===== src/rtl/ddr_serialiser.sv =====
// Word-to-DDR-pair serialiser with forwarded clock and frame select; MSB pair first.
// Optional sticky underrun flag is built only when DDR_SERIALISER_UNDERRUN_EN is defined.
module ddr_serialiser #(
  parameter int W          = 16,
  parameter bit IDLE_LEVEL = 1'b0
) (
  input  logic         clk,
  input  logic         rst,
  input  logic [W-1:0] in_data,
  input  logic         in_last,
  input  logic         in_valid,
  output logic         in_ready,
  output logic         dp,
  output logic         dn,
  output logic         sck_dp,
  output logic         sck_dn,
  output logic         cs_n,
  output logic         underrun,
  input  logic         underrun_clr
);

  localparam int P  = W / 2;
  localparam int CW = (P > 1) ? $clog2(P) : 1;

  typedef enum logic [2:0] {S_IDLE, S_SETUP, S_SHIFT, S_STALL, S_HOLD} state_t;

  state_t         state_q;
  logic [W-1:0]   sh_q;
  logic           last_q;
  logic [CW-1:0]  cnt_q;
  logic           dp_q, dn_q, sck_dp_q, sck_dn_q, cs_n_q;
  logic           final_pair;

  assign final_pair = (state_q == S_SHIFT) && (cnt_q == '0);
  // Ready comes from state only, never from in_valid.
  assign in_ready   = (state_q == S_IDLE) || (state_q == S_STALL) || (final_pair && !last_q);

  assign dp     = dp_q;
  assign dn     = dn_q;
  assign sck_dp = sck_dp_q;
  assign sck_dn = sck_dn_q;
  assign cs_n   = cs_n_q;

  always_ff @(posedge clk) begin
    if (rst) begin
      state_q  <= S_IDLE;
      sh_q     <= '0;
      last_q   <= 1'b0;
      cnt_q    <= '0;
      dp_q     <= IDLE_LEVEL;
      dn_q     <= IDLE_LEVEL;
      sck_dp_q <= 1'b0;
      sck_dn_q <= 1'b0;
      cs_n_q   <= 1'b1;
    end else begin
      unique case (state_q)
        S_IDLE: begin
          if (in_valid) begin
            sh_q    <= in_data;
            last_q  <= in_last;
            cs_n_q  <= 1'b0;
            state_q <= S_SETUP;
          end
        end
        S_SETUP: begin
          dp_q     <= sh_q[W-1];
          dn_q     <= sh_q[W-2];
          sh_q     <= sh_q << 2;
          cnt_q    <= CW'(P - 1);
          sck_dn_q <= 1'b1;
          state_q  <= S_SHIFT;
        end
        S_SHIFT: begin
          if (cnt_q != '0) begin
            dp_q  <= sh_q[W-1];
            dn_q  <= sh_q[W-2];
            sh_q  <= sh_q << 2;
            cnt_q <= cnt_q - 1'b1;
          end else if (last_q) begin
            dp_q     <= IDLE_LEVEL;
            dn_q     <= IDLE_LEVEL;
            sck_dn_q <= 1'b0;
            state_q  <= S_HOLD;
          end else if (in_valid) begin
            // Gapless reload: the new word's first pair goes straight out.
            dp_q   <= in_data[W-1];
            dn_q   <= in_data[W-2];
            sh_q   <= in_data << 2;
            last_q <= in_last;
            cnt_q  <= CW'(P - 1);
          end else begin
            dp_q     <= IDLE_LEVEL;
            dn_q     <= IDLE_LEVEL;
            sck_dn_q <= 1'b0;
            state_q  <= S_STALL;
          end
        end
        S_STALL: begin
          if (in_valid) begin
            dp_q     <= in_data[W-1];
            dn_q     <= in_data[W-2];
            sh_q     <= in_data << 2;
            last_q   <= in_last;
            cnt_q    <= CW'(P - 1);
            sck_dn_q <= 1'b1;
            state_q  <= S_SHIFT;
          end
        end
        S_HOLD: begin
          cs_n_q  <= 1'b1;
          state_q <= S_IDLE;
        end
        default: begin
          cs_n_q  <= 1'b1;
          state_q <= S_IDLE;
        end
      endcase
    end
  end

`ifdef DDR_SERIALISER_UNDERRUN_EN
  logic underrun_q;
  logic ur_set;

  assign ur_set = final_pair && !last_q && !in_valid;

  // Set beats clear when both land in the same cycle.
  always_ff @(posedge clk) begin
    if (rst)               underrun_q <= 1'b0;
    else if (ur_set)       underrun_q <= 1'b1;
    else if (underrun_clr) underrun_q <= 1'b0;
  end

  assign underrun = underrun_q;
`else
  logic unused_clr;
  assign unused_clr = underrun_clr;
  assign underrun   = 1'b0;
`endif

endmodule

===== config.mk =====
export PLATFORM = sky130hd
export DESIGN_NAME = ddr_serialiser
export DESIGN_NICKNAME = d
export VERILOG_FILES = /design/src/rtl/ddr_serialiser.sv
export SDC_FILE = /design/constraint.sdc
export NUM_CORES = 1
export LEC_CHECK = 0
export CAP_MARGIN = 20
export CORE_MARGIN = 8
export CORE_UTILIZATION = 35
export CTS_BUF_LIST = sky130_fd_sc_hd__clkbuf_2
export DETAILED_ROUTE_END_ITERATION = 7
export PLACE_DENSITY = 0.55
export SKIP_LAST_GASP = 1
export SLEW_MARGIN = 30
export SYNTH_ARGS = -nofsm -noshare
export SYNTH_HDL_FRONTEND = slang
export SYNTH_SLANG_ARGS = --single-unit

===== constraint.sdc =====
create_clock -name clk -period 4.9 [get_ports clk]
set_input_delay 0.98 -clock clk [delete_from_list [all_inputs] [get_ports clk]]
set_output_delay 0.98 -clock clk [all_outputs]
set_load 0.02 [all_outputs]

# --- After elaboration in Yosys (flattened, before gate mapping) ---
# Cells that the tools add are included.
op_classes:
  n_addsub: 1
  n_eq_ne: 9
  n_mux: 37
  bitwise_logic: 1
  n_reduce_logical: 20
op_table:
  columns: ["operator", "n"]
  rows:
  - ["$mux W16", 4]
  - ["$pmux W16 S4", 1]
  - ["$mux W3", 8]
  - ["$mux W1", 17]
  - ["$pmux W3 S4", 1]
  - ["$pmux W1 S3", 3]
  - ["$pmux W3 S3", 1]
  - ["$reduce_and A4 Y1", 2]
  - ["$eq A3 B2 Y1 const B", 2]
  - ["$logic_not A3 Y1", 2]
  - ["$ne A2 B2 Y1 const B", 3]
  - ["$reduce_and A2 Y1", 3]
  - ["$reduce_and A3 Y1", 2]
  - ["$reduce_bool A3 Y1", 2]
  - ["$pmux W1 S2", 2]
  - ["$reduce_bool A4 Y1", 1]
  - ["$eq A3 B1 Y1 const B", 1]
  - ["$ne A3 B2 Y1 const B", 1]
  - ["$ne A3 B3 Y1 const B", 1]
  - ["$reduce_or A3 Y1", 1]
  - ["$sub A3 B1 Y3 const B", 1]
  - ["$logic_and A1 B1 Y1", 2]
  - ["$logic_or A1 B1 Y1", 2]
  - ["$ne A2 B1 Y1 const B", 1]
  - ["4 further kinds", 4]
word_totals:
  regBits: 27
  in_bits: 21
  output_inout_bits: 7
  wordCells: 76

# --- Depth between registers and ports, before layout ---
logic_depth:
  depth_word: 4
  ltp_mapped: 8
  depth_no_buf: 7

# --- Worst setup path after synthesis ---
# OpenSTA, ideal clock, no wires.
synth_timing:
  path_type: "reg-to-output"
  startpoint: "register cnt_q[0]"
  endpoint: "output in_ready"
  t_arrival_ps: 1454
  required_ps: 3920
  slack_ps: 2466
  stages_incl_launch_ff: 6
  path_buffers: 0
  path_cell_list: "dfxtp_1 > inv_1 > ha_1 > nor3b_1 > nor2b_1 > nor3_1"
synth_via:
  elab_chain_len: 4
synth_lines:
  columns: ["item", "line_no", "rtl"]
  rows:
  - ["start, declared", "30", "logic [CW-1:0] cnt_q;"]
  - ["start signal, assigned", "69", "cnt_q <= CW'(P - 1);"]
  - ["start signal, assigned", "78", "cnt_q <= cnt_q - 1'b1;"]
  - ["start signal, assigned", "90", "cnt_q <= CW'(P - 1);"]
  - ["$logic_not A3 Y1", "34", "assign final_pair = (state_q == S_SHIFT) && (cnt_q == '0);"]
  - ["$logic_and A1 B1 Y1", "34", null]
  - ["$logic_and A1 B1 Y1", "36", "assign in_ready = (state_q == S_IDLE) || (state_q == S_STALL) || (final_pair && !last_q);"]
  - ["$logic_or A1 B1 Y1", "36", null]
  - ["end, declared", "12", "output logic in_ready,"]
# Every way passes these cells.

# --- Worst setup path after layout ---
# Same ends and word-level chain as after synthesis.

==> results.py <==
metrics = {
    "floorplan": {
        "die_w_um": 84.36,
        "die-area_um2": 7116,
        "rows": 25,
        "start_util_pct": 35.56,
        "die_y_um": 84.36,
        "ios": 28,
        "core_um2": 4598,
    },
    "finish": {
        "n_antenna_cell": 0,
        "syn_to_final_growth_pct": 15.61,
        "nets": 238,
        "multiInputGateArea_um2": 992.2,
        "fill_cells": 482,
        "regArea_um2": 540.5,
        "drive_gt1_share_pct": 11.68,
    },
    "clock_network": {
        "cts_buffers": 3,
        "cts_num_sinks": 27,
        "clk_latency_ps": 390,
        "ctsResizeCount": 0,
        "postCtsSetupBuffers": 0,
        "cts_max_level": 1,
        "clk_path_buf_depth": 2,
        "clk_pin_slew_ps": 290,
        "cts_hold_buffers": 0,
        "cts_tree": "done",
        "cts_root_buffer": "clkbuf_2",
    },
    "global_route": {
        "grt_pass1_wl_mm": 7.182,
        "grt_pass1_vias": 1496,
        "antenna_found_initial": 0,
        "grt_max_degree": 28,
        "grt_overflow": 0,
        "track_usage_pct": 11.93,
    },
    "synth": {
        "yosysUniqueCellTypes": 39,
        "ys_async_sr_fraction_pct": 0,
        "synth_edf_count": 0,
        "postSynthCellCount": 200,
        "synth_ff_type": "dfxtp_1",
        "ys_warn_count": 0,
        "synth_area_per_cell_um2": 8.177,
        "synth_area_um2": 1635,
        "yosysSeqAreaShare_pct": 33.05,
        "ys_ff_latch": 27,
    },
    "hold_path": {
        "worst_hold_path.endpoint": "sh_q[14]$_SDFFE_PP0P_",
        "hp-class": "register to register",
        "hold_depth": 1,
        "min-delay-start": "sh_q[14]$_SDFFE_PP0P_",
    },
    "detailed_routing": {
        "drc": 0,
        "final_antenna_net_count": 0,
        "drt-total-wl_mm": 4.266,
        "vias": 1482,
        "drtPass1Iterations": 4,
        "avgRoutedWirePerCell_um": 15.92,
        "drtIter0Drc": 101,
        "viasPerCell": 5.530,
    },
    "worst_setup_path": {
        "cp-start-kind": "register",
        "r2r-end": "sh_q[4]$_SDFFE_PP0P_",
        "r2r_cells": 5,
        "worstPathMaxFanout": 4,
        "reg2reg_from": "state_q[0]$_SDFFE_PP0P_",
        "r2r_slack_ps": 2600,
        "worstSetupEndpointType": "output pin",
        "required_ps": 3920,
        "crit_arrival_ps": 2490,
        "critPathKind": "register to output pin",
    },
    "timing": {
        "hold_viol": 0,
        "fin_setup_tns_ps": 0,
        "rsz0062_at_grt": "false",
        "max-slew-margin-rel_pct": 37.87,
        "max_freq_mhz": 288.3,
        "slew_viol_final": 0,
        "finalSetupViolations": 0,
        "finalCritPeriodShare_pct": 70.79,
        "period_needed_ps": 3469,
        "worst_pin_slew_ps": 926.9,
        "final.setup_skew_ps": 24.50,
    },
    "pwr": {
        "vdd_drop_max_v": 0.0001582,
        "seq_power_share_pct": 48.2,
        "netSwitchingFraction_pct": 37.22,
        "p_comb_share_pct": 35.9,
        "p_leak_nw": 0.7070,
        "power.density_nw_per_um2": 303.0,
        "finalPower_w": 0.0005729,
        "p_switching_w": 0.0002132,
        "clkPwrFrac_pct": 15.9,
        "p_int_w": 0.0003597,
    },
    "outcome": {
        "status": "finished, final reports clean",
    },
    "place": {
        "io_buffers": 24,
        "dp_hpwl_mm": 2.844,
        "gp_congestion": 0.7639,
    },
    "flow_run": {
        "cap_viol_max_count": 0,
    },
}
==> critical path, cell delays in order, from the launching register on <==
cell and delay (ps):
dfxtp_1 390, inv_1 80, ha_1 200, nor3b_1 540, nor2b_1 100, nor3_1 190, clkdlybuf4s50_1 630
==> cells by family after synthesis <==
group | Yosys count | share of synthesized area, %
simple gates | 71 | 22.42
compound gates | 66 | 28.08
flops | 27 | 33.05
buf+inv | 21 | 6.503
mux | 12 | 8.187
fa+ha+maj | 2 | 1.530
other cells | 1 | 0.2293
==> cell type report <==
type,instances,share of cell area (%)
inverter,4,0.7942
clock inverter,1,0.2647
sequential,27,28.59
timing repair buffer,26,13.50
clock buffer,3,0.7942
multi-input combinational,153,52.48
tap,54,3.574
==> per-stage QoR <==
| step | hold WS, ps | cell area (µm²) | std cells | setup slack (ps) | utilization (%) |
|---|---|---|---|---|---|
| 5_1_grt | 504.8 | 1891 | 268 | 1172 | 41.12 |
| 6_report | 491.4 | 1891 | 268 | 1431 | 41.12 |
| 4_1_cts | 491.9 | 1891 | 268 | 1438 | 41.12 |
| 3_3_place_gp | 452.3 | 1871 | 264 | 1923 | 40.68 |
| 3_5_place_dp | 454.8 | 1871 | 264 | 1914 | 40.68 |
| 2_1_floorplan | 432.4 | 1639 | 201 | 2466 | - |
==> registers in the layout (all words and copies together), names as in the netlist <==
signal,cells
last_q,1
dn,1
dp,1
sck_dn,1
cs_n,1
cnt_q,3
sh_q,16
state_q,3
==> synth_stat cells (all sizes together) (2+ instances only) <==
cell type  count  area (µm²)
buf           11       68.81
or3            2       17.52
a21oi         19       95.09
ha             2       25.02
a211oi        16       125.1
and2           2       12.51
a22oi          8       60.06
a2111oi        2       17.52
nand2         13       48.80
inv            4       15.01
o2bb2ai        2       17.52
o22ai          3       18.77
nand2b         6       37.54
clkbuf         6       22.52
nor3b          3       22.52
o21ai          6       30.02
nor3          10       55.05
nor2          24       97.59
mux2          11       123.9
a22o           2       17.52
nor2b          9       58.81
a221oi         5       50.04
dfxtp         27       540.5
==> cells in the final DEF (no fill, tap or decap), types with 3 or more instances in the layout <==
| cell type | netlist | final |
|---|---|---|
| a21oi_1 | 19 | 19 |
| nor3b_1 | 3 | 3 |
| nor2b_1 | 8 | 8 |
| nand2_1 | 13 | 13 |
| inv_1 | 4 | 4 |
| o21ai_0 | 5 | 5 |
| nor3_1 | 9 | 9 |
| a211oi_1 | 15 | 15 |
| nor2_1 | 23 | 23 |
| nand2b_1 | 6 | 6 |
| clkbuf_2 | 0 | 3 |
| dfxtp_1 | 27 | 27 |
| clkdlybuf4s50_1 | 0 | 24 |
| a221oi_1 | 4 | 4 |
| mux2_2 | 11 | 11 |
| o22ai_1 | 3 | 3 |
| a22oi_1 | 8 | 8 |
==> routing by layer <==
| layer | vias up | GRT usage [%] | share of wire (%) |
|---|---|---|---|
| met2 | 31 | 20.26 | 47 |
| met1 | 695 | 14.76 | 48 |
| met3 | 2 | 3.388 | 4.3 |
| met4 | 0 | 1.852 | 0.45 |
| met5 | - | 0 | 0 |
| li1 | 754 | - | - |
==> power by group through the flow <==
stage                     combinational, W  clock (W)  sequential, W
after floorplan                   0.000153          0       0.000274
after global placement            0.000205          0       0.000280
after detailed placement          0.000206          0       0.000281
after CTS                         0.000206  0.0000959       0.000276
after global routing              0.000230   0.000104       0.000281
final                             0.000206  0.0000909       0.000276
==> how the worst max path moves through the flow <==
| stage | from | end |
|---|---|---|
| 6_report | cnt_q[0]$_SDFFE_PP0P_ | in_ready |
| 3_3_place_gp | cnt_q[0]$_SDFFE_PP0P_ | in_ready |
| 3_5_place_dp | cnt_q[0]$_SDFFE_PP0P_ | in_ready |
| 5_1_grt | cnt_q[0]$_SDFFE_PP0P_ | in_ready |
| 4_1_cts | cnt_q[0]$_SDFFE_PP0P_ | in_ready |
| 2_1_floorplan | cnt_q[0]$_SDFFE_PP0P_ | in_ready |
No activity file was read; power rests on OpenSTA's default activity.
